`config.mk`:
```
export PLATFORM = sky130hd
export DESIGN_NAME = usb_rx_packet_buffer
export DESIGN_NICKNAME = d
export VERILOG_FILES = /design/src/rtl/usb_rx_packet_buffer.sv
export SDC_FILE = /design/constraint.sdc
export NUM_CORES = 1
export LEC_CHECK = 0
export CAP_MARGIN = 15
export CORE_MARGIN = 1.5
export CORE_UTILIZATION = 35
export DETAILED_ROUTE_END_ITERATION = 7
export GPL_ROUTABILITY_DRIVEN = 0
export GPL_TIMING_DRIVEN = 0
export PLACE_DENSITY_LB_ADDON = 0.12
export SYNTH_ARGS = -nofsm -noshare
export SYNTH_HDL_FRONTEND = slang
export SYNTH_SLANG_ARGS = --single-unit
```
`constraint.sdc`:
```
create_clock -name clk -period 5.55 [get_ports clk]
set_clock_uncertainty 0.05 [all_clocks]
set_input_delay 0.555 -clock clk [delete_from_list [all_inputs] [get_ports clk]]
set_output_delay 0.555 -clock clk [all_outputs]
set_load 0.01 [all_outputs]
```
`src/rtl/usb_rx_packet_buffer.sv`:
```
// Receive packet buffer: collects ULPI bytes into an MSB-first packet register until dir falls or it fills.
// Optional CRC16 residual check enabled by defining USB_RX_CRC_CHECK_EN.
module usb_rx_packet_buffer #(
    parameter int MAX_BYTES = 66
) (
    input  logic                   clk,
    input  logic                   n_rst,
    input  logic                   new_byte,
    input  logic [7:0]             rx_data,
    input  logic                   dir,
    input  logic                   packet_ack,
    output logic [8*MAX_BYTES-1:0] packet_data,
    output logic [6:0]             byte_count,
    output logic                   packet_ready,
    output logic                   overrun,
    output logic                   crc_ok
);

    localparam int PW = 8 * MAX_BYTES;

    typedef enum logic [1:0] {IDLE, COLLECT, READY} state_t;

    state_t          state_q, state_d;
    logic [PW-1:0]   data_q, data_d;
    logic [6:0]      count_q, count_d;
    logic            overrun_q, overrun_d;
    logic            dir_q;
    logic            dir_fall;

    assign dir_fall = dir_q & ~dir;

    always_comb begin
        state_d   = state_q;
        data_d    = data_q;
        count_d   = count_q;
        overrun_d = overrun_q;
        case (state_q)
            IDLE: begin
                if (new_byte) begin
                    data_d            = '0;
                    data_d[PW-1 -: 8] = rx_data;
                    count_d           = 7'd1;
                    overrun_d         = 1'b0;
                    state_d           = COLLECT;
                end
            end
            COLLECT: begin
                if (new_byte) begin
                    data_d[PW - 8 - 8*int'(count_q) +: 8] = rx_data;
                    count_d = count_q + 7'd1;
                end
                // A byte arriving with the dir fall is already folded into data_d above.
                if (dir_fall || (new_byte && (count_d == 7'(MAX_BYTES))))
                    state_d = READY;
            end
            READY: begin
                if (new_byte)
                    overrun_d = 1'b1;
                if (packet_ack)
                    state_d = IDLE;
            end
            default: state_d = IDLE;
        endcase
    end

    always_ff @(posedge clk or negedge n_rst) begin
        if (!n_rst) begin
            state_q   <= IDLE;
            data_q    <= '0;
            count_q   <= '0;
            overrun_q <= 1'b0;
            dir_q     <= 1'b0;
        end else begin
            state_q   <= state_d;
            data_q    <= data_d;
            count_q   <= count_d;
            overrun_q <= overrun_d;
            dir_q     <= dir;
        end
    end

`ifdef USB_RX_CRC_CHECK_EN
    logic [15:0] crc_q, crc_d;

    function automatic logic [15:0] crc16_byte(input logic [15:0] c, input logic [7:0] d);
        logic [15:0] r;
        r = c;
        for (int b = 0; b < 8; b++) begin
            if (r[0] ^ d[b]) r = (r >> 1) ^ 16'hA001;
            else             r = r >> 1;
        end
        return r;
    endfunction

    // The PID byte seeds the register; only the bytes after it are checked.
    always_comb begin
        crc_d = crc_q;
        if (state_q == IDLE && new_byte)
            crc_d = 16'hFFFF;
        else if (state_q == COLLECT && new_byte)
            crc_d = crc16_byte(crc_q, rx_data);
    end

    always_ff @(posedge clk or negedge n_rst) begin
        if (!n_rst) crc_q <= '0;
        else        crc_q <= crc_d;
    end

    assign crc_ok = (crc_q == 16'hB001);
`else
    logic crc_ok_q;

    always_ff @(posedge clk or negedge n_rst) begin
        if (!n_rst) crc_ok_q <= 1'b0;
        else        crc_ok_q <= 1'b1;
    end

    assign crc_ok = crc_ok_q;
`endif

    assign packet_data  = data_q;
    assign byte_count   = count_q;
    assign packet_ready = (state_q == READY);
    assign overrun      = overrun_q;

endmodule

```
==> results.cfg, run 1 <==
[placement]
dp_hpwl_mm = 75.0
io_buffers = 548
placed_cells = 3421

[critical_path]
slowest_stage = xor2_1
cp-end-kind = flip-flop
crit_required_ns = 6.02
crit_chain = clkbuf_4 -> inv_1 -> ha_2 -> xor2_1 -> nand3_1 -> inv_1 -> ha_1 -> buf_2 -> or4b_1 -> nor4_4 -> buf_4 -> nor2_2 -> a31oi_4 -> buf_4 -> nand4_1 -> buf_4 -> or3_1 -> clkbuf_1 -> o2bb2ai_1
crit_path_max_incr_delay_ns = 0.70
critPathBufInv = 8
cp.depth = 19
critPathKind = reg -> reg
cpMostUsedCell = buf_4
rr_worst_depth = 19
critical_path_arrival_ns = 5.88
crit_family = simple AND/OR/NAND/NOR gates
worst_setup_path_start_kind = flip-flop
critPathMaxFanout = 10

[synth]
synthArstFlopShare_pct = 100
synth_area_leaders = dfrtp_1 (60%), nand2_1 (5.1%), o31ai_1 (4.8%), a22o_1 (3.8%), o21ai_0 (3.8%)
synth_edf_count = 0
synth_top_flop_cell = dfrtp_1
synth_top_area_share_pct = 60.2
yosys.area_share.adder_pct = 0.613
yosys_warnings = 0
yosys.area_share.simple_pct = 12.6
synth_xor_area_share_pct = 0.346
post_synth.cell_area_avg_sq_um = 11.1
yosysUniqueCellTypes = 77
synth_mux_area_share_pct = 1.09
synth.net_count = 2045
netlist_instances = 2021
synth_seq_cells = 540
synth_top_family_by_area = compound AO/OA/AOI/OAI gates
synth.cell_area_sq_um = 22500
synth_area_leader_cell = dfrtp_1
synth_compound_area_share_pct = 22.2
seq_area_frac_synth_pct = 60.2

[floorplan]
start_util_pct = 35.5
num_rows = 92
core_area_sq_um = 63200
die_x_um = 256
io-pin-count = 551
die_area_sq_um = 65700
die_height_um = 256

[clock_network]
root_buffer = clkbuf_16
cts_buffers = 57
clkSlewWorstSetupHoldPaths_ns = 0.06
cts_buffer_depth = 3
cts-htree-levels = 2
cts.sink_count = 540
cts_tree = done
clk_latency_ns = 0.61

[layout]
syn2layout_area_growth_pct = 40.3
stdcell_count = 3541
postLayoutCoreUtil_pct = 49.8
drive_gt1_share_pct = 9.28
nets = 2674
fill_cells = 5683

[sta]
tightest_slew_ns = 1.15
tns_ns = 0
period_share_pct = 97.4
setup_viol = 0
rsz0062_at_grt = false
slew_viol_final = 0
fmax_mhz = 185
hold_viol = 0
maxSlewHeadroom_pct = 23.0
period_needed_ns = 5.41

[status]
outcome = finished clean

[route]
wl_mm = 102
postRouteAntennaNets = 0
num_vias = 20600
wl_per_cell_um = 28.8
route.detailed.drc = 0
via_per_inst = 5.82
drtIter0Drc = 1997
first_pass_iters = 6

[global_route]
grt_usage_pct = 30.3
grt_max_degree = 124
grt_overflow = 0
grt_pass1_wl_mm = 147
antenna_found_initial = 0
first_global_vias = 20200

[power_and_ir_drop]
leakagePower_nw = 13.1
peakVddDrop_uv = 303
power.density_cell_area_nw_per_um2 = 424
power.total_w = 0.0133

[worst_hold_path]
min_path_cells = 1
hold_path.class = in -> reg

[job]
max_cap_violations = 0
state kept, by name, summed over array words and instances, names as in the netlist:
signal	flops
state_q	2
overrun	1
byte_count	7
crc_ok	1
packet_data	528
dir_q	1
placed cells by master (no fill, tap or decap), types with 20 or more instances in the layout:
cell	synthesis	final
clkbuf_16	0	57
o31ai_1	143	143
buf_2	24	20
nor3_1	28	27
nand3_1	104	98
o2bb2ai_1	71	71
o211ai_1	49	49
dfrtp_1	540	538
o21ai_0	170	169
clkdlybuf4s50_1	0	547
clkbuf_1	103	101
nand2_1	304	301
a22o_1	98	98
nor2_1	45	44
inv_1	23	23
final cells by class:
cell class	instances	area, sq um	share of cell area (%)
Tap cell	846	1060	3.36
Antenna cell	1	2.50	0.00794
Inverter	25	93.8	0.298
Clock inverter	23	359	1.14
Sequential cell	540	13500	42.9
Buffer	137	613	1.95
Timing Repair Buffer	570	5770	18.3
Clock buffer	80	1620	5.15
Multi-Input combinational cell	1319	8460	26.9
kinds of logic after synthesis:
kind of cell    after synthesis
compound gates              676
xor+xnor                      8
flops                       540
simple gates                601
mux                          22
other cells                   1
fa+ha+maj                    11
buf+inv                     162
per-stage QoR:
step,hold slack [ns],setup WS (ns),cell area [sq um]
final,0.410,0.144,31500
after global routing,0.421,0.0225,31500
after CTS,0.393,0.000718,31300
after detailed placement,0.415,-1.15,29100
after global placement,0.411,-20.03,29000
after floorplan,0.209,0.732,22500
synth_stat cells, types with 4 or more instances:
cell and number:
nand4_1 19, a31oi_1 21, nor4_1 6, nor3_1 28, a2bb2o_1 17, dfrtp_1 540
nor2_2 6, nand2b_1 9, a21oi_2 16, inv_1 23, and2_1 18, nor2_1 45
o21ai_0 170, o22ai_1 9, clkbuf_1 103, buf_1 5, o2bb2ai_1 71, mux2_2 18
buf_2 24, nand3_1 104, ha_1 11, and3_1 7, a21oi_1 18, and4_1 4
a31oi_2 5, buf_4 4, nand3b_1 4, nand2_1 304, a32o_1 14, o211ai_1 49
or3_1 8, o2111ai_1 4, a22o_1 98, nor2b_1 12, nor3b_1 4, o21ai_1 13
nor3_2 6, o31ai_1 143, xnor2_1 4
repair_timing:
item	CTS	global route
pin swaps	5	5
hold buffers	1	0
gates resized for setup	25	52
endpoints found under the setup margin	507	507
buffers inserted	9	5
endpoints found under the hold margin	68	0
path summary, 6_finish.rpt:
kind | to | slack, ns | startpoint
setup / recovery | packet_data[228] | 0.14 | byte_count[1]
hold / removal | dir_q | 0.41 | dir
setup reg to reg | packet_data[228] | 0.14 | byte_count[1]
hold reg to reg | packet_data[421] | 0.42 | packet_data[421]
max in group asynchronous | packet_data[255] | 3.34 | n_rst
min in group asynchronous | packet_data[213] | 0.45 | n_rst
report_power, final:
group	total [W]	leakage, nW	internal, W	switching [W]
sequential	0.00417	7.51	0.00407	0.000102
combinational	0.00507	4.58	0.00110	0.00396
clock	0.00411	0.984	0.00245	0.00166
routing by layer:
layer / GRT usage [%] / share of wire [%] / wire length (um) / vias up
met3: 7.16 / 8.9 / 9030 / 229
met2: 47.6 / 46 / 46500 / 1105
met1: 39.9 / 41 / 41500 / 10500
li1: - / - / - / 8775
met4: 13.3 / 4.8 / 4850 / 0
met5: 0 / 0 / 0 / -
No activity file was read; power rests on OpenSTA's default activity.
==> inputs of run 2 (changes only) <==
--- a/config.mk
+++ b/config.mk
@@ -9,7 +9,7 @@
 export CORE_MARGIN = 1.5
 export CORE_UTILIZATION = 35
 export DETAILED_ROUTE_END_ITERATION = 7
-export GPL_ROUTABILITY_DRIVEN = 0
+export GPL_ROUTABILITY_DRIVEN = 1
 export GPL_TIMING_DRIVEN = 0
 export PLACE_DENSITY_LB_ADDON = 0.12
 export SYNTH_ARGS = -nofsm -noshare
==> constraint.sdc (replaced) <==
create_clock -name clk -period 5.55 [get_ports clk]
set_clock_uncertainty 0.05 [all_clocks]
set_input_delay 0.8325 -clock clk [delete_from_list [all_inputs] [get_ports clk]]
set_output_delay 0.8325 -clock clk [all_outputs]
set_load 0.01 [all_outputs]
==> run 2 against run 1 <==
Hold slack worse by 0.20 ns. Flip-flop and latch count unchanged. Global-route usage up 0.70 points. Via count down 0.45%. Sequential power about the same. Routed wire length up 1.5%. Die area unchanged. Register-to-register slack better by 0.07 ns. Core utilization about the same. Highest routed layer unchanged.
==> results.cfg, run 2 (synthesis results as in run 1) <==
[placement]
pre_cts_ws_ns = -1.28
placed_cells = 3423
io_buffers = 548
place.gp.congestion = 0.959
placed_area_sq_um = 29200
dp_hpwl_mm = 77.0

[sta]
slew_viol_final = 0
setup_viol = 0
period_needed_ns = 5.34
tns_ns = 0
whs_ns = 0.211
maxSlewHeadroom_pct = 18.5
fmax_mhz = 187
hold_viol = 0
tightest_slew_ns = 1.22
period_share_pct = 96.2
layout_setup_ws_ns = 0.210

[critical_path]
crit_required_ns = 6.01
critPathMaxFanout = 10
critical_path_arrival_ns = 5.80
r2r-end = packet_data[376]
rr_startpoint = byte_count[1]
cp-end-kind = flip-flop
rr_worst_depth = 19
r2r_slack_ns = 0.21
worst_setup_path_start_kind = flip-flop
critPathKind = reg -> reg

[clock_network]
cts_buffer_depth = 3
cts_buffers = 58
cts.sink_count = 540
clk_latency_ns = 0.62
root_buffer = clkbuf_16
cts_tree = done
clkSlewWorstSetupHoldPaths_ns = 0.06
holdBufCountCts = 0
cts-htree-levels = 2

[layout]
drive_gt1_share_pct = 9.67
final_cell_mix = clkdlybuf4s50_1 (547), dfrtp_1 (538), nand2_1 (301)
final_area_sq_um = 31500
fill_cells = 5745
nets = 2680
syn2layout_area_growth_pct = 40.2
seqCellArea_sq_um = 13500
largest_register_ffs = 528
multi_input_area_sq_um = 8500
stdcell_count = 3547
layout_commonest_cell = clkdlybuf4s50_1

[global_route]
antenna_found_initial = 1
grtUsageMet3_pct = 6.47
grt_busiest_layer = met2
first_global_vias = 20400
grt_overflow = 0
grt_max_degree = 126
met2_usage_pct = 49.3
grt_pass1_wl_mm = 150
use_met1_pct = 41.7
grt_usage_pct = 31.0

[route]
via_per_inst = 5.79
postRouteAntennaNets = 0
wl_mm = 103
route.detailed.drc = 0
wl_per_cell_um = 29.2
num_vias = 20500
drtIter0Drc = 1807
first_pass_iters = 8

[power_and_ir_drop]
peakVddDrop_uv = 278
leakagePower_nw = 13.1
power.density_cell_area_nw_per_um2 = 419

[floorplan]
io-pin-count = 551
die_height_um = 256
start_util_pct = 35.5
core_area_sq_um = 63200
num_rows = 92
die_x_um = 256
die_area_sq_um = 65700

[job]
max_cap_violations = 0

[status]
outcome = finished clean

[worst_hold_path]
hold_path.class = in -> async
-- run 2: metrics by stage --
step,total power (W),utilization (%)
after global placement,0.00905,45.9
after global routing,0.0136,49.8
after CTS,0.0130,49.4
after floorplan,0.00679,-
final,0.0132,49.8
after detailed placement,0.00910,46.1
-- run 2: timing repair --
action,CTS,global route
cloned,0,1
setup buffers,9,10
setup endpoints to repair,528,458
pin swaps,8,6
gates resized for setup,40,52
-- run 2: worst max-delay path by stage --
stage                   from               end  cells past startpoint
2_1_floorplan  byte_count[2]  packet_data[215]                     18
3_3_place_gp           n_rst            crc_ok                      1
3_5_place_dp   byte_count[2]  packet_data[260]                     20
4_1_cts        byte_count[2]  packet_data[283]                     20
5_1_grt        byte_count[1]  packet_data[357]                     21
6_report       byte_count[1]  packet_data[376]                     19
-- run 2: cell type report --
| cell class | count | share of cell area [%] |
|---|---|---|
| Sequential cell | 540 | 42.9 |
| Multi-Input combinational cell | 1319 | 27.0 |
| Timing Repair Buffer | 576 | 18.5 |
| Clock buffer | 85 | 5.31 |
| Tap cell | 846 | 3.36 |
| Buffer | 136 | 1.96 |
| Clock inverter | 18 | 0.592 |
| Inverter | 25 | 0.298 |
| Antenna cell | 2 | 0.0159 |
-- run 2: report_power, final --
part / switching (W) / internal, W / leakage (nW)
logic: 0.00404 / 0.00114 / 4.64
registers: 0.0000939 / 0.00407 / 7.51
clock network: 0.00164 / 0.00218 / 0.916
total: 0.00578 / 0.00739 / 13.1
-- run 2: per-layer routing --
layer | vias up | part of all wire, %
met5 | - | 0
met4 | 0 | 4.3
met3 | 218 | 8.3
met2 | 960 | 46
met1 | 10600 | 42
li1 | 8804 | -
-- run 2: worst max-delay path, cell delays in order (launching register included) --
cell      delay [ns]
dfrtp_2         0.44
buf_6           0.16
inv_1           0.08
ha_2            0.26
buf_4           0.21
or4b_4          0.55
nand2_4         0.16
inv_1           0.06
ha_1            0.26
buf_2           0.19
or4b_1          0.60
nor4_4          0.31
buf_4           0.19
o21bai_1        0.13
a211oi_2        0.32
and3_1          0.26
buf_4           0.25
nand2_2         0.18
clkbuf_4        0.28
o31ai_1         0.27
